File: config.mk
export PLATFORM = sky130hd
export DESIGN_NAME = uart_stim_tx
export DESIGN_NICKNAME = d
export VERILOG_FILES = /design/src/rtl/uart_stim_pkg.sv /design/src/rtl/uart_stim_fifo.sv /design/src/rtl/uart_stim_tx.sv
export SDC_FILE = /design/constraint.sdc
export NUM_CORES = 1
export LEC_CHECK = 0
export ABC_AREA = 1
export CELL_PAD_IN_SITES_DETAIL_PLACEMENT = 1
export CELL_PAD_IN_SITES_GLOBAL_PLACEMENT = 2
export CORE_ASPECT_RATIO = 0.8
export CORE_MARGIN = 2
export CORE_UTILIZATION = 42
export DETAILED_ROUTE_END_ITERATION = 16
export GPL_ROUTABILITY_DRIVEN = 0
export GPL_TIMING_DRIVEN = 0
export PLACE_DENSITY = 0.89
export SETUP_SLACK_MARGIN = 0.5
export SYNTH_ARGS = -nofsm -noshare
export SYNTH_HDL_FRONTEND = slang
export SYNTH_SLANG_ARGS = --single-unit
File: constraint.sdc
create_clock -name core_clk -period 3.4 [get_ports core_clk]
set_input_delay 0.85 -clock core_clk [delete_from_list [all_inputs] [get_ports core_clk]]
set_output_delay 0.85 -clock core_clk [all_outputs]
set_load 0.005 [all_outputs]
File: src/rtl/uart_stim_pkg.sv
// Shared types and constants for the UART transmit stimulus generator.
package uart_stim_pkg;

    typedef enum logic [2:0] {
        ST_IDLE   = 3'd0,
        ST_START  = 3'd1,
        ST_DATA   = 3'd2,
        ST_PARITY = 3'd3,
        ST_STOP   = 3'd4
    } uart_stim_state_e;

    localparam int DATA_BITS   = 8;
    localparam int MIN_BIT_CYC = 2;

    function automatic logic calc_parity(input logic [DATA_BITS-1:0] data, input logic odd);
        return odd ? ~^data : ^data;
    endfunction

endpackage

File: src/rtl/uart_stim_fifo.sv
// Synchronous byte FIFO with flush; read data is the head entry, combinationally.
module uart_stim_fifo
    import uart_stim_pkg::*;
#(
    parameter int DEPTH = 16
) (
    input  logic                       core_clk,
    input  logic                       rst_l,
    input  logic                       push,
    input  logic [DATA_BITS-1:0]       push_data,
    input  logic                       pop,
    input  logic                       flush,
    output logic [DATA_BITS-1:0]       pop_data,
    output logic [$clog2(DEPTH):0]     level,
    output logic                       full,
    output logic                       empty
);

    localparam int AW = $clog2(DEPTH);

    logic [DATA_BITS-1:0] mem_r [DEPTH];
    logic [AW-1:0]        wr_ptr_r;
    logic [AW-1:0]        rd_ptr_r;
    logic [AW:0]          count_r;
    logic                 push_en_s;
    logic                 pop_en_s;

    // Flush blocks both push and pop so a flushing cycle always ends empty.
    always_comb begin
        full      = (count_r == (AW+1)'(DEPTH));
        empty     = (count_r == (AW+1)'(0));
        push_en_s = push && !full && !flush;
        pop_en_s  = pop && !empty && !flush;
        level     = count_r;
        pop_data  = mem_r[rd_ptr_r];
    end

    // Storage array write port.
    always_ff @(posedge core_clk) begin
        if (push_en_s) begin
            mem_r[wr_ptr_r] <= push_data;
        end
    end

    // Pointer and occupancy bookkeeping.
    always_ff @(posedge core_clk or negedge rst_l) begin
        if (!rst_l) begin
            wr_ptr_r <= AW'(0);
            rd_ptr_r <= AW'(0);
            count_r  <= (AW+1)'(0);
        end else if (flush) begin
            wr_ptr_r <= AW'(0);
            rd_ptr_r <= AW'(0);
            count_r  <= (AW+1)'(0);
        end else begin
            if (push_en_s) wr_ptr_r <= wr_ptr_r + AW'(1);
            if (pop_en_s)  rd_ptr_r <= rd_ptr_r + AW'(1);
            case ({push_en_s, pop_en_s})
                2'b10:   count_r <= count_r + (AW+1)'(1);
                2'b01:   count_r <= count_r - (AW+1)'(1);
                default: count_r <= count_r;
            endcase
        end
    end

endmodule

File: src/rtl/uart_stim_tx.sv
// UART transmit stimulus generator: queued bytes leave as 8N1/8P1/8N2-style
// LSB-first frames with a programmable bit period latched per frame.
module uart_stim_tx
    import uart_stim_pkg::*;
#(
    parameter int DEPTH     = 16,
    parameter int STOP_BITS = 1,
    parameter int CYC_W     = 16
) (
    input  logic                   core_clk,
    input  logic                   rst_l,
    input  logic                   push_valid,
    output logic                   push_ready,
    input  logic [7:0]             push_data,
    input  logic                   flush,
    input  logic [CYC_W-1:0]       bit_cycles,
    input  logic                   parity_en,
    input  logic                   parity_odd,
    output logic                   tx_o,
    output logic                   busy,
    output logic [$clog2(DEPTH):0] level,
    output logic                   byte_done
);

    localparam logic [CYC_W-1:0] MIN_PER  = CYC_W'(MIN_BIT_CYC);
    localparam logic [CYC_W-1:0] ONE_CYC  = CYC_W'(1);
    localparam logic [CYC_W-1:0] ZERO_CYC = CYC_W'(0);
    localparam logic [2:0]       LAST_BIT = 3'(DATA_BITS - 1);

    uart_stim_state_e     state_r;
    logic [DATA_BITS-1:0] data_r;
    logic [CYC_W-1:0]     per_r;
    logic [CYC_W-1:0]     cnt_r;
    logic [2:0]           bit_idx_r;
    logic                 stop_idx_r;
    logic                 par_en_r;
    logic                 par_odd_r;
    logic                 tx_r;
    logic                 busy_r;
    logic                 byte_done_r;

    logic [DATA_BITS-1:0] fifo_data_s;
    logic                 fifo_full_s;
    logic                 fifo_empty_s;
    logic                 push_s;
    logic                 pop_s;
    logic                 last_stop_s;
    logic [CYC_W-1:0]     start_per_s;

    uart_stim_fifo #(.DEPTH(DEPTH)) u_fifo (
        .core_clk  (core_clk),
        .rst_l     (rst_l),
        .push      (push_s),
        .push_data (push_data),
        .pop       (pop_s),
        .flush     (flush),
        .pop_data  (fifo_data_s),
        .level     (level),
        .full      (fifo_full_s),
        .empty     (fifo_empty_s)
    );

    // Handshake, pop decision and clamped period for the next frame.
    always_comb begin
        push_ready  = ~fifo_full_s;
        push_s      = push_valid && push_ready;
        last_stop_s = (STOP_BITS == 1) ? 1'b1 : stop_idx_r;
        pop_s       = !fifo_empty_s && !flush &&
                      ((state_r == ST_IDLE) ||
                       ((state_r == ST_STOP) && (cnt_r == ZERO_CYC) && last_stop_s));
        if (bit_cycles < MIN_PER) begin
            start_per_s = MIN_PER;
        end else begin
            start_per_s = bit_cycles;
        end
    end

    // Frame FSM; a pop always starts a new frame, from IDLE or straight out of STOP.
    always_ff @(posedge core_clk or negedge rst_l) begin
        if (!rst_l) begin
            state_r     <= ST_IDLE;
            data_r      <= 8'h00;
            per_r       <= MIN_PER;
            cnt_r       <= ZERO_CYC;
            bit_idx_r   <= 3'd0;
            stop_idx_r  <= 1'b0;
            par_en_r    <= 1'b0;
            par_odd_r   <= 1'b0;
            tx_r        <= 1'b1;
            busy_r      <= 1'b0;
            byte_done_r <= 1'b0;
        end else begin
            byte_done_r <= 1'b0;
            if (pop_s) begin
                state_r   <= ST_START;
                data_r    <= fifo_data_s;
                per_r     <= start_per_s;
                cnt_r     <= start_per_s - ONE_CYC;
                par_en_r  <= parity_en;
                par_odd_r <= parity_odd;
                tx_r      <= 1'b0;
                busy_r    <= 1'b1;
            end else begin
                case (state_r)
                    ST_IDLE: begin
                        tx_r   <= 1'b1;
                        busy_r <= 1'b0;
                    end
                    ST_START: begin
                        if (cnt_r == ZERO_CYC) begin
                            cnt_r     <= per_r - ONE_CYC;
                            tx_r      <= data_r[0];
                            bit_idx_r <= 3'd0;
                            state_r   <= ST_DATA;
                        end else begin
                            cnt_r <= cnt_r - ONE_CYC;
                        end
                    end
                    ST_DATA: begin
                        if (cnt_r != ZERO_CYC) begin
                            cnt_r <= cnt_r - ONE_CYC;
                        end else if (bit_idx_r != LAST_BIT) begin
                            cnt_r     <= per_r - ONE_CYC;
                            bit_idx_r <= bit_idx_r + 3'd1;
                            tx_r      <= data_r[bit_idx_r + 3'd1];
                        end else if (par_en_r) begin
                            cnt_r   <= per_r - ONE_CYC;
                            tx_r    <= calc_parity(data_r, par_odd_r);
                            state_r <= ST_PARITY;
                        end else begin
                            cnt_r      <= per_r - ONE_CYC;
                            tx_r       <= 1'b1;
                            stop_idx_r <= 1'b0;
                            state_r    <= ST_STOP;
                        end
                    end
                    ST_PARITY: begin
                        if (cnt_r == ZERO_CYC) begin
                            cnt_r      <= per_r - ONE_CYC;
                            tx_r       <= 1'b1;
                            stop_idx_r <= 1'b0;
                            state_r    <= ST_STOP;
                        end else begin
                            cnt_r <= cnt_r - ONE_CYC;
                        end
                    end
                    ST_STOP: begin
                        if (cnt_r != ZERO_CYC) begin
                            // Registered pulse lands on the final cycle of the last stop bit.
                            byte_done_r <= (cnt_r == ONE_CYC) && last_stop_s;
                            cnt_r       <= cnt_r - ONE_CYC;
                        end else if (!last_stop_s) begin
                            stop_idx_r <= 1'b1;
                            cnt_r      <= per_r - ONE_CYC;
                        end else begin
                            state_r <= ST_IDLE;
                            tx_r    <= 1'b1;
                            busy_r  <= 1'b0;
                        end
                    end
                    default: begin
                        state_r <= ST_IDLE;
                        tx_r    <= 1'b1;
                        busy_r  <= 1'b0;
                    end
                endcase
            end
        end
    end

    assign tx_o      = tx_r;
    assign busy      = busy_r;
    assign byte_done = byte_done_r;

endmodule

==> flow_summary.rst, run 1 <==
.. list-table::
   :header-rows: 1

   * - Metric
     - Value
   * - Status
     - complete, no violations
   * - Clock Sinks
     - 192
   * - Number of hold violations in the final report
     - 0
   * - Overflow left after global routing
     - 0
   * - Largest net degree at the start of global routing
     - 65
   * - Terminating pin of the worst hold path
     - tx_o
   * - CP Cell Sequence
     - clkdlybuf4s50_1 > clkinv_1 > nand4_1 > nor2_1
   * - Top metal layer carrying routed signals
     - met4
   * - Highest attainable clock frequency
     - about 0.35 GHz
   * - Hold path cells
     - 2
   * - Category of the worst setup path capture point
     - register
   * - Die height
     - 138 um
   * - 1st-iter DRT viols
     - 598
   * - Slack of the worst reg-to-reg path
     - 0.93 ns
   * - Hold crit path type
     - reg2reg
   * - Worst Max-Slew Pin Slew
     - 1.25 ns
   * - Global-route wire length before repair
     - about 45 mm
   * - Category of the critical setup timing path
     - in2reg
   * - Number of buffers on the longest clock path
     - 2
   * - Start of the worst register-to-register path
     - u_fifo.rd_ptr_r[0]
   * - Via total after detailed routing
     - 7624
   * - Headroom to the max-slew limit
     - 16.1%
   * - Via-per-instance ratio
     - 5.56
   * - Cell total after placement
     - 1340
   * - Crit-path max FO
     - 10
   * - TritonCTS Buffers
     - 17
   * - Average wire per cell in the routed design
     - approximately 21 um
   * - Final design area excluding fillers
     - 10800 sq um
   * - Met2 wire length
     - 12.5 mm
   * - Initial core utilization
     - 43.1%
   * - Register area share after synthesis
     - 58.1%
   * - Clk Tree Root Cell
     - clkbuf_16
   * - Area grow syn2layout
     - 15.1%
   * - Met3 wire length
     - 1.75 mm
   * - Average cell area after synthesis
     - 9.35 sq um
   * - Total Neg Setup Slack
     - 0 ns
   * - Diodes inserted
     - 0
   * - Slowest CP cell
     - nor2_1
   * - Clock Latency Late Sink
     - 0.45 ns
   * - Startpoint class of the critical path
     - primary input
   * - Final antenna-violating net count
     - 0
   * - Most frequent cells in the layout
     - nand2_1, nor2_1, o21ai_0
   * - Number of global-route vias before repair
     - 7744
   * - Gr usage total
     - 26.2%
   * - Die Wd
     - about 170 um
   * - I/O pin count
     - 39
   * - Post-route fraction of the period consumed by the critical path
     - between 80% and 90%
   * - Share of final-layout standard cells stronger than drive strength 1
     - 8.02%
   * - Maximum level of the CTS H-tree
     - 4
   * - Arrival time worst endpoint
     - 2.90 ns
   * - Final Net Count
     - 1102
   * - Min Clock Period, post-route
     - 2.84 ns
   * - Post-route non-filler standard cell count
     - 1372
   * - Source of the worst hold timing path
     - tx_o
   * - Post-synth cell types
     - 45
   * - WL met1
     - about 14 mm
   * - Total half-perimeter wirelength after legalization and detailed placement
     - 20.6 mm
   * - Worst Clk Skew
     - 0.0144 ns
   * - Clock transition at the registers of the reported paths
     - 0.08 ns
   * - Combined area of all synthesized cells
     - 9370 sq um
   * - DRT Wirelength
     - 29.0 mm
   * - Max-slew violation count
     - 0
   * - Area of the core region
     - 21700 sq um
   * - Antenna violations before repair
     - 0
   * - IR Drop Worst-Case VDD
     - 0.000382 V
   * - Data required time of the critical path
     - ~3.5 ns
   * - FF-to-FF path depth
     - 8
   * - Count of final setup violators
     - 0
   * - Warnings from Yosys
     - 0
   * - Gate count of the mapped netlist
     - between 1000 and 1500
   * - Leakage power summed over all cells
     - roughly 0.0041 uW
   * - Number of setup buffers added after CTS
     - 0
   * - RSZ-0062 raised after global routing
     - true
   * - Max Cap Viol
     - 0
   * - Die footprint
     - 23500 sq um
   * - IO buf count
     - 38
   * - Remaining DRCs
     - 0
   * - Areal power density over the cells
     - 825 nW/um^2
   * - Most frequent standard cell in the layout excluding fill and tap cells
     - nand2_1
   * - Synthesized net count
     - 1045
   * - Placed cell area
     - 10100 sq um
   * - TritonCTS clock tree
     - yes
   * - Drt first pass iters
     - 5
   * - CP peak stage delay
     - 1.03 ns
   * - Reg-to-reg critical path endpoint
     - data_r[0]
   * - Seq cells post-synth
     - roughly 190
   * - FP Rows
     - 48
[synthesized netlist by cell type, drive strengths merged]
cell	n	share of area [%]
nand2	202	8.7
nor2	169	7.1
o21ai	136	7.3
edfxtp	128	41
inv	72	2.9
dfrtp	62	17
nand3	48	2.7
o22ai	41	2.7
clkbuf	24	0.96
a21oi	22	1.2
xor2	15	1.4
ha	13	1.7
buf	12	0.83
nand4	12	0.80
xnor2	11	1.0
nor3	6	0.37
clkinv	5	0.28
nand3b	3	0.24
o211ai	3	0.24
o31ai	3	0.24
a31oi	2	0.13
dfstp	2	0.56
nor4	2	0.13
o21a	2	0.16
o221ai	2	0.25
or2	2	0.13
a311oi	1	0.093
nor4b	1	0.093
o311ai	1	0.093
[logic make-up after synthesis]
family,share of synthesized area (%)
AND/OR/NAND/NOR,20.3
adder cells (fa/ha/maj),1.74
buffers and inverters,4.95
XOR/XNOR,2.43
flip-flops,58.1
AO/OA/AOI/OAI,12.4
[where the power goes]
part	total [uW]	switching, uW	internal, uW
clock network	2100	1080	1020
registers	3250	400	2850
logic	3550	2370	1180
[final cells by class]
type / count / area, sq um
clock inverters: 15 / 204
multi-input cells: 697 / 3490
inverters: 77 / 297
flip-flops and latches: 192 / 5450
plain buffers: 36 / 168
fillers: 2546 / 11000
repair buffers: 38 / 378
clock buffers: 17 / 425
well taps: 300 / 375
[worst max-delay path, delay by kind of cell]
kind | cells | cell delay [ns]
and+or+nand+nor | 2 | 1.33
buffers and inverters | 2 | 0.72
[repair_timing]
| item | in CTS | in global routing |
|---|---|---|
| resized for setup | 2 | 11 |
| hold buffers | 0 | 0 |
| setup endpoints to repair | 16 | 88 |
| pin swaps | 0 | 0 |
[state kept, by name (all words and copies together), names as in the netlist, 3 cells and up]
name	count
bit_idx_r	3
u_fifo.rd_ptr_r	4
u_fifo.wr_ptr_r	4
per_r	16
cnt_r	16
state_r	3
u_fifo.mem_r	128
data_r	8
u_fifo.level	5
[per-layer routing]
metal | track usage, % | up-vias
met1 | 39.9 | 3825
met3 | 4.80 | 21
met5 | 0 | -
met4 | 5.93 | 0
li1 | - | 3545
met2 | 38.8 | 233
[how the worst max path moves through the flow]
stage,from,endpoint,cells past startpoint
after floorplan,flush,u_fifo.level[4],12
after global placement,rst_l,u_fifo.level[4],1
after detailed placement,flush,u_fifo.mem_r[12][7],6
after CTS,flush,u_fifo.mem_r[4][1],6
after global routing,flush,u_fifo.level[4],15
final,flush,u_fifo.mem_r[3][7],4
[through the flow]
stage	utilization (%)	power [uW]	hold slack, ns	setup slack [ns]
after global placement	46.6	6650	0.454	-0.921
after floorplan	-	5520	0.456	1.19
after CTS	49.5	8900	0.471	0.505
final	49.6	8900	0.468	0.559
after detailed placement	46.6	6760	0.457	0.0183
after global routing	49.6	9490	0.504	0.383
No activity file was read; power rests on OpenSTA's default activity.
==> run 2: changes to the inputs <==
- CORE_UTILIZATION: 42 -> 39
- PLACE_DENSITY: 0.89 -> 0.84
- clock period: 3.4 -> 2.89 ns (I/O delays scaled with it)
==> run 2 against run 1 <==
Effect of this change:
- count of clock-buffer cells in the layout stayed put
- sequential power is 17% higher
- combinational power is 22% higher
- final cell count is 1.2% higher
- register-to-register slack worse by 0.27 ns
- clock power is 23% higher
- global-route usage is 1.8 points lower
- first-iteration DRC count is 6.9% higher
- via count is 0.33% lower
- die area is 7.5% higher
- sequential share of layout area is 0.97 points lower
- critical path type unchanged
- largest cell class unchanged
- highest routed layer unchanged
==> flow_summary.rst, run 2 (same netlist as run 1, synthesis figures left out) <==
.. list-table::
   :header-rows: 1

   * - Metric
     - Value
   * - Max reg flops
     - 128 (unchanged)
   * - Antenna violations before repair
     - 0 (unchanged)
   * - IR Drop Worst-Case VDD
     - 0.000400 V (+4.6%)
   * - IO buf count
     - 38 (unchanged)
   * - Diodes inserted
     - 0 (unchanged)
   * - Highest attainable clock frequency
     - 0.440 GHz
   * - Number of global-route vias before repair
     - 7650 (-1.2%)
   * - Category of the critical setup timing path
     - in2reg
   * - Count of hold-fix buffers inserted at cts
     - 0 (unchanged)
   * - Count of final setup violators
     - 0 (unchanged)
   * - Clock transition at the registers of the reported paths
     - 0.09 ns (about the same)
   * - Total half-perimeter wirelength after legalization and detailed placement
     - 20.9 mm (+1.4%)
   * - Maximum level of the CTS H-tree
     - 4 (unchanged)
   * - Final antenna-violating net count
     - 0 (unchanged)
   * - Max Cap Viol
     - 0 (unchanged)
   * - Clock Latency Late Sink
     - 0.46 ns (about the same)
   * - Drt first pass iters
     - 5 (unchanged)
   * - Initial core utilization
     - 39.8% (-3.3 points)
   * - Filler cells
     - 2684 (+5.4%)
   * - Worst Clk Skew
     - 0.0206 ns (+0.00620 ns)
   * - Startpoint of the worst setup timing path
     - bit_cycles[6]
   * - Post-route fraction of the period consumed by the critical path
     - 78.7%
   * - Die Wd
     - 177 um (+3.7%)
   * - RSZ-0062 raised after global routing
     - true
   * - Category of the worst setup path capture point
     - register
   * - FF-to-FF path depth
     - 8 (unchanged)
   * - Share of final-layout standard cells stronger than drive strength 1
     - 12.1% (+4.0 points)
   * - Startpoint class of the critical path
     - primary input
   * - Clock Sinks
     - 192 (unchanged)
   * - Crit-path max FO
     - 5 (-5)
   * - Largest net degree at the start of global routing
     - 65 (unchanged)
   * - Gr usage total
     - 24.5% (-1.8 points)
   * - TritonCTS clock tree
     - yes
   * - 1st-iter DRT viols
     - 639 (+6.9%)
   * - Worst Hold Slack
     - 0.261 ns (-0.207 ns)
   * - Least setup slack across all paths after layout
     - 0.616 ns (+0.0575 ns)
   * - Final Net Count
     - 1107 (+0.45%)
   * - Arrival time worst endpoint
     - 2.66 ns (-0.24 ns)
   * - Start of the worst register-to-register path
     - u_fifo.rd_ptr_r[0]
   * - Post-placement worst setup slack
     - -0.447 ns (-0.466 ns)
   * - Overflow left after global routing
     - 0 (unchanged)
   * - Area grow syn2layout
     - 17.4%
   * - Clk Tree Root Cell
     - clkbuf_16
   * - Number of hold violations in the final report
     - 0 (unchanged)
   * - Via-per-instance ratio
     - 5.47 (-1.5%)
   * - Headroom to the max-slew limit
     - 54.5% (+38 points)
   * - Max-slew violation count
     - 0 (unchanged)
   * - DRT Wirelength
     - 29.5 mm (+1.8%)
   * - Average wire per cell in the routed design
     - 21.2 um (+0.52%)
   * - Die height
     - 143 um (+3.7%)
   * - Global-route wire length before repair
     - 45.8 mm (+1.2%)
   * - Remaining DRCs
     - 0 (unchanged)
   * - Total Neg Setup Slack
     - 0 ns (unchanged)
   * - Most flop-heavy register
     - u_fifo.mem_r
   * - Min Clock Period, post-route
     - 2.27 ns
   * - Number of buffers on the longest clock path
     - 2 (unchanged)
   * - Largest registers in the final layout
     - u_fifo.mem_r x128, cnt_r x16, per_r x16
   * - Leakage power summed over all cells
     - 0.00425 uW (+2.8%)
   * - Via total after detailed routing
     - 7599 (-0.33%)
   * - Die footprint
     - 25300 sq um (+7.5%)
   * - Data required time of the critical path
     - 3.27 ns (-0.19 ns)
   * - FP Rows
     - 50 (+4.2%)
   * - I/O pin count
     - 39 (unchanged)
   * - End-of-flow core utilization
     - 46.8% (-2.8 points)
   * - Status
     - complete, no violations
   * - Area of the core region
     - 23500 sq um (+8.2%)
   * - Areal power density over the cells
     - 975 nW/um^2 (+18%)
   * - Most frequent cells in the layout
     - nand2_1, nor2_1, o21ai_0
   * - Most frequent standard cell in the layout excluding fill and tap cells
     - nand2_1
   * - Worst Max-Slew Pin Slew
     - 0.680 ns (-0.573 ns)
   * - TritonCTS Buffers
     - 17 (unchanged)
   * - Hold crit path type
     - in2async
-- run 2: cell count changes in the layout (fill, tap and decap cells not counted), moves of 4 or more --
cell	before	now
nor2_4	3	7
clkbuf_1	24	10
nor2_2	17	28
buf_4	1	5
nor2_1	149	134
clkbuf_2	0	14
-- run 2: where the power goes --
part           leakage, uW  switching [uW]  internal (uW)
logic              0.00199            2890           1440
clock network     0.000314            1300           1290
registers          0.00195             455           3360
total              0.00425            4640           6080
-- run 2: path summary, 6_finish.rpt --
check	slack [ns]	endpoint
worst max-delay path	0.62	cnt_r[9]
worst min-delay path	0.26	data_r[4]
worst max register to register	0.66	data_r[1]
worst min register to register	0.47	tx_o
max in group asynchronous	2.27	per_r[1]
min in group core_clk	0.47	tx_o
-- run 2: repair_timing --
item | CTS | global route
setup endpoints to repair | 182 | 113
gates cloned | 0 | 0
buffers inserted | 1 | 3
pin swaps | 0 | 2
gates resized for setup | 30 | 43
-- run 2: cell type report --
class | count | area (sq um) | area share [%]
Timing Repair Buffer | 43 | 443 | 4.03
Tap cell | 312 | 390 | 3.55
Clock buffer | 17 | 425 | 3.87
Buffer | 36 | 185 | 1.68
Sequential cell | 192 | 5450 | 49.5
Multi-Input combinational cell | 697 | 3580 | 32.5
Clock inverter | 15 | 225 | 2.05
Inverter | 77 | 305 | 2.77
-- run 2: critical path: stages --
cell             delay [ns]
clkdlybuf4s50_1        0.61
nor2_2                 0.07
nand2_1                0.11
nor3_2                 0.06
nand2_2                0.11
nand4_1                0.22
nor2_4                 0.22
nand2_1                0.10
nand2_1                0.07
nand3_1                0.18
a21oi_1                0.19
-- run 2: per-layer routing --
| metal | up-vias | GRT usage (%) | share of wire [%] |
|---|---|---|---|
| met5 | - | 0 | 0 |
| met4 | 0 | 5.35 | 1.4 |
| met3 | 29 | 4.93 | 6.3 |
| met2 | 207 | 35.4 | 42 |
| met1 | 3807 | 37.6 | 50 |
| li1 | 3556 | - | - |
-- run 2: stage by stage --
stage	cells	area [sq um]	total power, uW
6_report	1389	11000	10700
5_1_grt	1389	11000	11500
4_1_cts	1386	10900	10700
3_5_place_dp	1353	10200	8020
3_3_place_gp	1352	10100	7900
2_1_floorplan	1002	9370	6500
==> run 3: changes to the inputs <==
- clock period: 2.89 -> 2.3 ns (I/O delays scaled with it)
==> run 3 against run 2 <==
Effect of this change:
- core utilization up 7.6 points
- worst setup slack lost 0.37 ns
- clock skew shrank 0.0042 ns
- sequential power up 26%
- final area grew 16%
- via count grew 9.6%
- critical endpoint is now u_fifo.level[2]
- highest routed layer unchanged
- total power rose by 46%
- combinational power rose by 78%
==> flow_summary.rst, run 3 (same netlist as run 1, synthesis figures left out) <==
.. list-table::
   :header-rows: 1

   * - Metric
     - Value
   * - Status
     - complete, no violations
   * - Cell total after placement
     - 1353 (unchanged)
   * - Die Wd
     - 177 um (unchanged)
   * - Total Neg Setup Slack
     - 0 ns (unchanged)
   * - IR Drop Worst-Case VDD
     - 0.000526 V (+32%)
   * - Filler cells
     - 2615 (-2.6%)
   * - Slowest CP cell
     - dfrtp_1
   * - Number of buffers on the longest clock path
     - 2 (unchanged)
   * - Min Clock Period, post-route
     - 2.06 ns
   * - Number of hold violations in the final report
     - 0 (unchanged)
   * - Area of the core region
     - 23500 sq um (unchanged)
   * - Highest attainable clock frequency
     - 0.486 GHz
   * - Data required time of the critical path
     - 2.66 ns (-0.61 ns)
   * - End-of-flow core utilization
     - 54.4% (+7.6 points)
   * - Least setup slack across all paths after layout
     - 0.242 ns (-0.374 ns)
   * - Number of global-route vias before repair
     - 8321 (+8.8%)
   * - CP Cell Sequence
     - nor2_2 > nand2_2 > nor2_4 > nand2_4 > nand2_8 > nand4_1 > nand2_2 > inv_2 > ha_4 > inv_2 > nand2_2 > buf_4 > xnor2_2 > o22ai_1
   * - RSZ-0062 raised after global routing
     - true
   * - Clk Tree Root Cell
     - clkbuf_16
   * - Final Net Count
     - 1209 (+9.2%)
   * - Headroom to the max-slew limit
     - 54.0% (-0.52 points)
   * - Category of the critical setup timing path
     - reg2reg
   * - Max reg flops
     - 128 (unchanged)
   * - Post-route fraction of the period consumed by the critical path
     - 89.5%
   * - Hold crit path type
     - reg2reg
   * - Gate family responsible for the most delay along the worst path
     - simple AND/OR/NAND/NOR gates
   * - Antenna violations before repair
     - 2 (+2)
   * - TritonCTS Buffers
     - 17 (unchanged)
   * - Category of the worst setup path capture point
     - register
   * - Average wire per cell in the routed design
     - 22.9 um (+7.8%)
   * - Total half-perimeter wirelength after legalization and detailed placement
     - 21.0 mm (+0.26%)
   * - FP Rows
     - 50 (unchanged)
   * - Gr usage total
     - 26.5% (+2.1 points)
   * - Switching power
     - 6630 uW (+43%)
   * - Leakage power summed over all cells
     - 0.00504 uW (+19%)
   * - Share of final-layout standard cells stronger than drive strength 1
     - 28.2% (+16 points)
   * - Worst Max-Slew Pin Slew
     - 0.688 ns (+0.00778 ns)
   * - Most flop-heavy register
     - u_fifo.mem_r
   * - Startpoint class of the critical path
     - register
   * - Placed cell area
     - 10200 sq um (+0.11%)
   * - 1st-iter DRT viols
     - 730 (+14%)
   * - Seq pwr share
     - 30.8% (-4.7 points)
   * - DRT Wirelength
     - 34.2 mm (+16%)
   * - Clock transition at the registers of the reported paths
     - 0.08 ns (about the same)
   * - IO buf count
     - 38 (unchanged)
   * - Clock Latency Late Sink
     - 0.45 ns (about the same)
   * - Final antenna-violating net count
     - 0 (unchanged)
   * - Global-route wire length before repair
     - 49.3 mm (+7.7%)
   * - Via-per-instance ratio
     - 5.58 (+2.0%)
   * - Combinational group share of total power
     - 49.4% (+9.1 points)
   * - Slack of the worst reg-to-reg path
     - 0.24 ns (-0.42 ns)
   * - I/O pin count
     - 39 (unchanged)
   * - Crit-path max FO
     - 4 (-1)
   * - Worst Clk Skew
     - 0.0165 ns (-0.00416 ns)
   * - Max Cap Viol
     - 0 (unchanged)
   * - Count of final setup violators
     - 0 (unchanged)
   * - Via total after detailed routing
     - 8325 (+9.6%)
   * - Crit-path most repeated cell
     - nand2_2
   * - Maximum level of the CTS H-tree
     - 4 (unchanged)
   * - Areal power density over the cells
     - 1220 nW/um^2 (+25%)
   * - Clk network pwr share
     - 19.8% (-4.4 points)
   * - Sequential cell area
     - 5460 sq um (+0.21%)
   * - Sum of buffers and inverters on the critical path
     - 3 (+2)
   * - Die height
     - 143 um (unchanged)
   * - Post-placement worst setup slack
     - -0.650 ns (-0.203 ns)
   * - CP peak stage delay
     - 0.41 ns (-0.20 ns)
   * - Largest net degree at the start of global routing
     - 50 (-23%)
   * - TritonCTS clock tree
     - yes
   * - Final design area excluding fillers
     - 12800 sq um (+16%)
   * - Initial core utilization
     - 39.8% (unchanged)
   * - Area grow syn2layout
     - 36.4%
   * - Remaining DRCs
     - 0 (unchanged)
   * - Most frequent standard cell in the layout excluding fill and tap cells
     - nand2_1
   * - Most frequent cells in the layout
     - nand2_1, edfxtp_1, nor2_1
   * - Post-route non-filler standard cell count
     - 1492 (+7.4%)
   * - Largest registers in the final layout
     - u_fifo.mem_r x128, cnt_r x16, per_r x16
   * - Cell Int Power
     - 8980 uW (+48%)
   * - Combined area of the multi-input logic cells
     - 4150 sq um (+16%)
   * - Share of total power consumed by net switching
     - 42.5% (-0.82 points)
   * - Clock Sinks
     - 192 (unchanged)
   * - Die footprint
     - 25300 sq um (unchanged)
   * - Arrival time worst endpoint
     - 2.42 ns (-0.24 ns)
   * - Drt first pass iters
     - 5 (unchanged)
   * - Max-slew violation count
     - 0 (unchanged)
   * - Overflow left after global routing
     - 0 (unchanged)
==> run 3: changes by cell type in the layout (fill, tap and decap cells not counted), moves of 20 or more <==
cell / change
clkdlybuf4s50_1: -22
o21ai_0: -28
buf_12: +20
nor2_4: +21
buf_4: +70
o21ai_1: +22
==> run 3: power groups by stage <==
stage | clock (uW) | combinational, uW | sequential [uW]
final | 3090 | 7700 | 4810
after global routing | 3250 | 8360 | 4870
after CTS | 3100 | 6690 | 4740
after detailed placement | 0 | 5210 | 4850
after global placement | 0 | 5100 | 4830
after floorplan | 0 | 3500 | 4670
==> run 3: worst paths after layout <==
path / start / to / cells after the start
min in group asynchronous: rst_l / bit_idx_r[1] / 2
min: tx_o / tx_o / 2
max reg2reg: cnt_r[7] / u_fifo.level[2] / 14
min reg2reg: tx_o / tx_o / 2
max in group asynchronous: rst_l / per_r[1] / 3
max: cnt_r[7] / u_fifo.level[2] / 14
==> run 3: per-layer routing <==
layer / GRT usage (%) / vias to the layer above / share of wire, %
met4: 7.25 / 0 / 2.2
met3: 5.46 / 52 / 7.1
met2: 39.8 / 277 / 45
li1: - / 3767 / -
met5: 0 / - / 0
met1: 39.0 / 4229 / 46
==> run 3: metrics by stage <==
stage / power [uW] / hold slack, ns
after floorplan: 8170 / 0.279
after global placement: 9930 / 0.456
after detailed placement: 10100 / 0.463
after CTS: 14500 / 0.475
after global routing: 16500 / 0.478
final: 15600 / 0.471
==> run 3: timing repair <==
item	4_1_cts	5_1_grt
hold buffers	1	0
endpoints found under the hold margin	11	0
cloned	2	1
pin swaps	33	54
gates resized for setup	208	123
setup endpoints to repair	192	192
buffers inserted	67	35
==> run 3: cell type report <==
cell class	instances	share of cell area [%]
Antenna cell	2	0.0391
Clock inverter	14	1.36
Multi-Input combinational cell	697	32.4
Inverter	77	2.66
Buffer	36	2.68
Timing Repair Buffer	145	11.7
Clock buffer	17	3.33
Tap cell	312	3.05
Sequential cell	192	42.7
==> run 3: worst register-to-register path, stage by stage, from the launching register on <==
cell and delay [ns]:
dfrtp_1 0.41, nor2_2 0.17, nand2_2 0.12, nor2_4 0.14, nand2_4 0.08, nand2_8 0.10, nand4_1 0.16, nand2_2 0.10
inv_2 0.04, ha_4 0.15, inv_2 0.05, nand2_2 0.06, buf_4 0.14, xnor2_2 0.12, o22ai_1 0.14
==> edit 1 (settings of run 3) <==
The parameter `CYC_W` goes from 16 to 32.
--- a/src/rtl/uart_stim_tx.sv
+++ b/src/rtl/uart_stim_tx.sv
@@ -6,5 +6,5 @@
     parameter int DEPTH     = 16,
     parameter int STOP_BITS = 1,
-    parameter int CYC_W     = 16
+    parameter int CYC_W     = 32
 ) (
     input  logic                   core_clk,
Interface: changed (resized bit_cycles); port bits go from 39 to 55. The function was not compared with the original's and may differ.
==> edit 1 against run 3 <==
The run now ends with negative setup slack left. Clock power is 38% higher. First-iteration DRC count is 53% higher. Final cell count is 47% higher. Sequential power is 24% higher. Fmax is 26% lower. Wire length is 61% higher. Via count is 50% higher. Critical path depth is 1 higher. Synthesized area is 31% higher. Sequential cell count is 32 higher. Design area is 40% higher. Power is 45% higher. Setup slack worse by 0.73 ns. Critical endpoint is now u_fifo.level[4]. Largest cell class is now multi-input gates. Largest power group unchanged.
==> edit 1: results (changes against run 3) <==
* Status: finished with violations (was finished clean)
* Failing checks: negative setup slack
* Synth top area cells: edfxtp_1, dfrtp_1, nand2_1 (unchanged)
* Worst-Skew Late Latency at 0.55 ns (was 0.45 ns)
* Largest net degree at the start of global routing at 61 (was 50)
* Worst Path Arrival at 3.21 ns (was 2.42 ns)
* Maximum vdd drop at 0.000667 V (was 0.000526 V)
* Distinct cell type count after synthesis at 43 (was 45)
* Gr usage total at 31.9% (was 26.5%)
* Final setup vio count at 85 (was 0)
* CTS buffer count at 25 (was 17)
* H-tree levels at 1 (was 4)
* Share of layout cells above drive strength 1 at 31.8% (was 28.2%)
* Mapped Nets at 1531 (was 1045)
* Worst hold path type: primary input to asynchronous set/reset pin (was flip-flop to flip-flop)
* Post-DP Area at 13600 um2 (was 10200 um2)
* Final #Nets at 1820 (was 1209)
* Detailed Place HPWL at 34100 um (was 21000 um)
* Async set-or-reset flop fraction in the synthesized netlist at 42.9% (was 33.3%)
* Via-to-Cell Ratio at 5.67 (was 5.58)
* Worst Path Max Fanout at 3 (was 4)
* Fillers at 3552 (was 2615)
* Sw frac at 42.6% (was 42.5%)
* Fin Clk Skew at 0.0217 ns (was 0.0165 ns)
* Biggest regs: u_fifo.mem_r: 128 flops, cnt_r: 32 flops, per_r: 32 flops (was u_fifo.mem_r: 128 flops, cnt_r: 16 flops, per_r: 16 flops)
* Crit path buf inv count at 1 (was 3)
* Vias at 12500 (was 8325)
* Setup ws final at -0.489 ns (was 0.242 ns)
* Worst relative slew slack at 41.5% (was 54.0%)
* Top cells by count, synth: nand2_1, nor2_1, o21ai_0 (unchanged)
* Port bufs at 53 (was 38)
* Slowest stage delay, CP at 0.43 ns (was 0.41 ns)
* Global-route wire length before repair at 79000 um (was 49300 um)
* Static leakage at 7.28 nW (was 5.04 nW)
* Cells after synthesis at 1470 (was 1002)
* Clk buf depth at 3 (was 2)
* Initial antenna violation count at 0 (was 2)
* R2r worst-path depth at 15 (was 14)
* Inst Count DP at 1945 (was 1353)
* Drt first-iter violations at 1117 (was 730)
* Vias in the first global route at 12700 (was 8321)
* Total wire length at 55000 um (was 34200 um)
[edit 1: changes by cell type in the layout (fill, tap and decap cells not counted), sizes merged, moves of 27 or more]
cell | before | now
buf | 123 | 258
dfrtp | 62 | 94
inv | 83 | 126
nand2 | 202 | 326
nand3 | 48 | 83
nor2 | 169 | 281
o22ai | 41 | 14
xor2 | 15 | 42
[edit 1: stage by stage]
step	setup TNS [ns]	hold slack, ns	total power, W	setup WS, ns
5_1_grt	-16.98	0.0471	0.0236	-0.619
3_3_place_gp	-430.04	0.456	0.0129	-3.52
2_1_floorplan	-0.593	0.279	0.0105	-0.267
3_5_place_dp	-106.57	0.470	0.0131	-1.42
6_report	-10.97	0.0292	0.0226	-0.489
4_1_cts	-1.09	0.0327	0.0212	-0.276
[edit 1: what timing repair did]
action	4_1_cts	5_1_grt
endpoints found under the hold margin	0	0
resized for setup	522	88
endpoints found under the setup margin	230	229
pin swaps	82	31
gates cloned	11	0
buffers inserted	162	34
[edit 1: cells by family (layout without fill, tap and decap cells)]
kind of cell,count (synthesis),count (layout),synth area share [%]
AO/OA/AOI/OAI,246,246,11.6
XOR/XNOR,66,66,4.71
adder cells (fa/ha/maj),15,15,1.59
buffers and inverters,171,479,5.69
flip-flops,224,224,50.9
AND/OR/NAND/NOR,748,748,25.5
[edit 1: final timing paths]
path	startpoint	endpoint	slack, ns
setup / recovery	cnt_r[11]	u_fifo.level[4]	-0.49
hold / removal	rst_l	cnt_r[19]	0.03
setup reg to reg	cnt_r[11]	u_fifo.level[4]	-0.49
hold reg to reg	busy	busy	0.48
max in group asynchronous	rst_l	per_r[1]	1.50
min in group core_clk	bit_cycles[18]	per_r[18]	0.28
[edit 1: power by group through the flow]
stage,logic (W),registers [W],clock network (W)
floorplan,0.00481,0.00568,0
global placement,0.00698,0.00595,0
detailed placement,0.00716,0.00597,0
CTS,0.0111,0.00588,0.00430
global route,0.0131,0.00604,0.00444
finish,0.0124,0.00597,0.00427
[edit 1: routing by layer]
layer  track usage [%]  part of all wire, %  up-vias
met5                 0                    0        -
met3              4.88                  8.0       79
met1              48.2                   45     6302
met2              48.6                   44      526
li1                  -                    -     5566
met4              6.74                  2.2        0
[edit 1: cell type report]
cell class,count,area (um2),share of cell area [%]
Clock inverter,19,221,1.24
Clock buffer,27,633,3.54
Timing Repair Buffer,262,2700,15.1
Multi-Input combinational cell,1075,6600,36.9
Inverter,124,480,2.69
Tap cell,420,526,2.94
Buffer,47,478,2.67
Sequential cell,224,6260,35.0
==> edit 2 (flow settings as in run 3) <==
Without the edit above. Encoding of `uart_stim_state_e`: now one-hot (5 bits for 5 states).
--- a/src/rtl/uart_stim_pkg.sv
+++ b/src/rtl/uart_stim_pkg.sv
@@ -2,10 +2,10 @@
 package uart_stim_pkg;
 
-    typedef enum logic [2:0] {
-        ST_IDLE   = 3'd0,
-        ST_START  = 3'd1,
-        ST_DATA   = 3'd2,
-        ST_PARITY = 3'd3,
-        ST_STOP   = 3'd4
+    typedef enum logic [4:0] {
+        ST_IDLE   = 5'b00001,
+        ST_START  = 5'b00010,
+        ST_DATA   = 5'b00100,
+        ST_PARITY = 5'b01000,
+        ST_STOP   = 5'b10000
     } uart_stim_state_e;
 
Check against the original RTL: no difference found for any inputs over 10 cycles, from zero or initial values and one cycle with rst_l low; not proved beyond that.
==> edit 2 against run 3 <==
Design area grew 4.5%. Wire length up 6.7%. Count of clock-buffer cells in the layout is the same. Clock skew grew 0.0072 ns. Sequential cell count increased by 2. Setup slack worse by 0.24 ns. First-iteration DRC count down 5.5%. Synthesized area up 1.5%. Power shrank 0.72%. Final cell count increased by 2.4%. Die area grew 1.5%. Hold slack lost 0.45 ns.
==> edit 2: results (changes against run 3) <==
* Fin Clk Skew at 0.0237 ns (was 0.0165 ns)
* Vias at 8701 (was 8325)
* Status: finished clean (unchanged)
* Worst-Skew Late Latency at 0.47 ns (was 0.45 ns)
* Wire length per cell at 23.9 um (was 22.9 um)
* Total wire length at 36400 um (was 34200 um)
* Largest net degree at the start of global routing at 42 (was 50)
* Gr usage total at 27.4% (was 26.5%)
* Distinct cell type count after synthesis at 40 (was 45)
* Share of layout cells above drive strength 1 at 33.2% (was 28.2%)
* Detailed Place HPWL at 21900 um (was 21000 um)
* Maximum vdd drop at 0.000620 V (was 0.000526 V)
* Async set-or-reset flop fraction in the synthesized netlist at 34.0% (was 33.3%)
* Synth Area in XOR/XNOR at 2.76% (was 2.43%)
* Worst Tran Pin Value at 0.745 ns (was 0.688 ns)
* Synth top area cells: edfxtp_1, dfrtp_1, nor2_1 (was edfxtp_1, dfrtp_1, nand2_1)
* Ant. Diodes at 0 (was 2)
* Worst hold path type: primary input to asynchronous set/reset pin (was flip-flop to flip-flop)
* Static leakage at 5.18 nW (was 5.04 nW)
* Mapped Nets at 1051 (was 1045)
* Pre-CTS setup slack at -1.06 ns (was -0.650 ns)
* Cells after synthesis at 1009 (was 1002)
* Clk pin slew, worst setup/hold paths at 0.10 ns (was 0.08 ns)
* Initial antenna violation count at 0 (was 2)
* Top-count cell post-synth: nor2_1 (was nand2_1)
* Slowest stage delay, CP at 0.46 ns (was 0.41 ns)
## edit 2: cell count changes after synthesis, moves of 3 or more
cell,change
inv_2,+3
o21ai_0,-17
o221ai_1,+17
nor3_1,+3
nand3_1,-3
nand3_2,+3
xor2_1,+4
nand2_1,-20
o22ai_1,-21
nor2_1,+16
buf_2,-4
o211ai_1,+18
inv_1,+3
a31oi_1,+9
## edit 2: metrics by stage
step / utilization (%) / power [W] / area (um2)
3_3_place_gp: 42.8 / 0.00929 / 10300
4_1_cts: 52.7 / 0.0143 / 12700
6_report: 55.4 / 0.0155 / 13400
3_5_place_dp: 42.9 / 0.00941 / 10400
2_1_floorplan: - / 0.00767 / 9560
5_1_grt: 55.4 / 0.0162 / 13400
## edit 2: cell families after synthesis
logic type / count (synthesis)
xor+xnor: 30
buf+inv: 115
fa+ha+maj: 12
compound gates: 214
flops: 194
simple gates: 444
## edit 2: layer usage
metal / GRT usage [%] / wire, um
met1: 39.7 / 16600
met4: 7.92 / 873
met2: 41.3 / 16700
met5: 0 / 0
met3: 6.24 / 2330
## edit 2: path summary, 6_finish.rpt
check	slack, ns	cells after the start	from	end
worst min register to register	0.50	2	per_r[14]	per_r[14]
min in group core_clk	0.49	3	bit_cycles[6]	per_r[6]
worst min-delay path	0.02	1	rst_l	cnt_r[6]
max in group asynchronous	1.64	2	rst_l	per_r[1]
worst max-delay path	0.006	15	cnt_r[13]	cnt_r[15]
worst max register to register	0.006	15	cnt_r[13]	cnt_r[15]
## edit 2: final cells by class
cell class	count	area, um2
Fill cell	2609	10800
Tap cell	318	398
Clock inverter	15	228
Sequential cell	194	5510
Inverter	81	350
Buffer	34	325
Multi-Input combinational cell	700	4470
Clock buffer	17	425
Timing Repair Buffer	169	1660
## edit 2: critical path: cells and delay by family, from the launching register on
kind | cells | cell delay [ns]
and+or+nand+nor | 6 | 0.74
DFF | 1 | 0.46
xor gates and xnor gates | 1 | 0.20
AOI/OAI and AO/OA | 1 | 0.21
buffers and inverters | 7 | 0.60
## edit 2: timing repair
item,4_1_cts,5_1_grt
cloned,4,0
setup buffers,97,29
endpoints found under the setup margin,201,170
gates resized for setup,281,112
pin swaps,65,61
hold endpoints to repair,0,0
## edit 2: power by group
part           internal [W]  switching, W  total (W)
Combinational       0.00304       0.00432    0.00735
Clock               0.00157       0.00175    0.00332
Sequential          0.00424      0.000587    0.00482
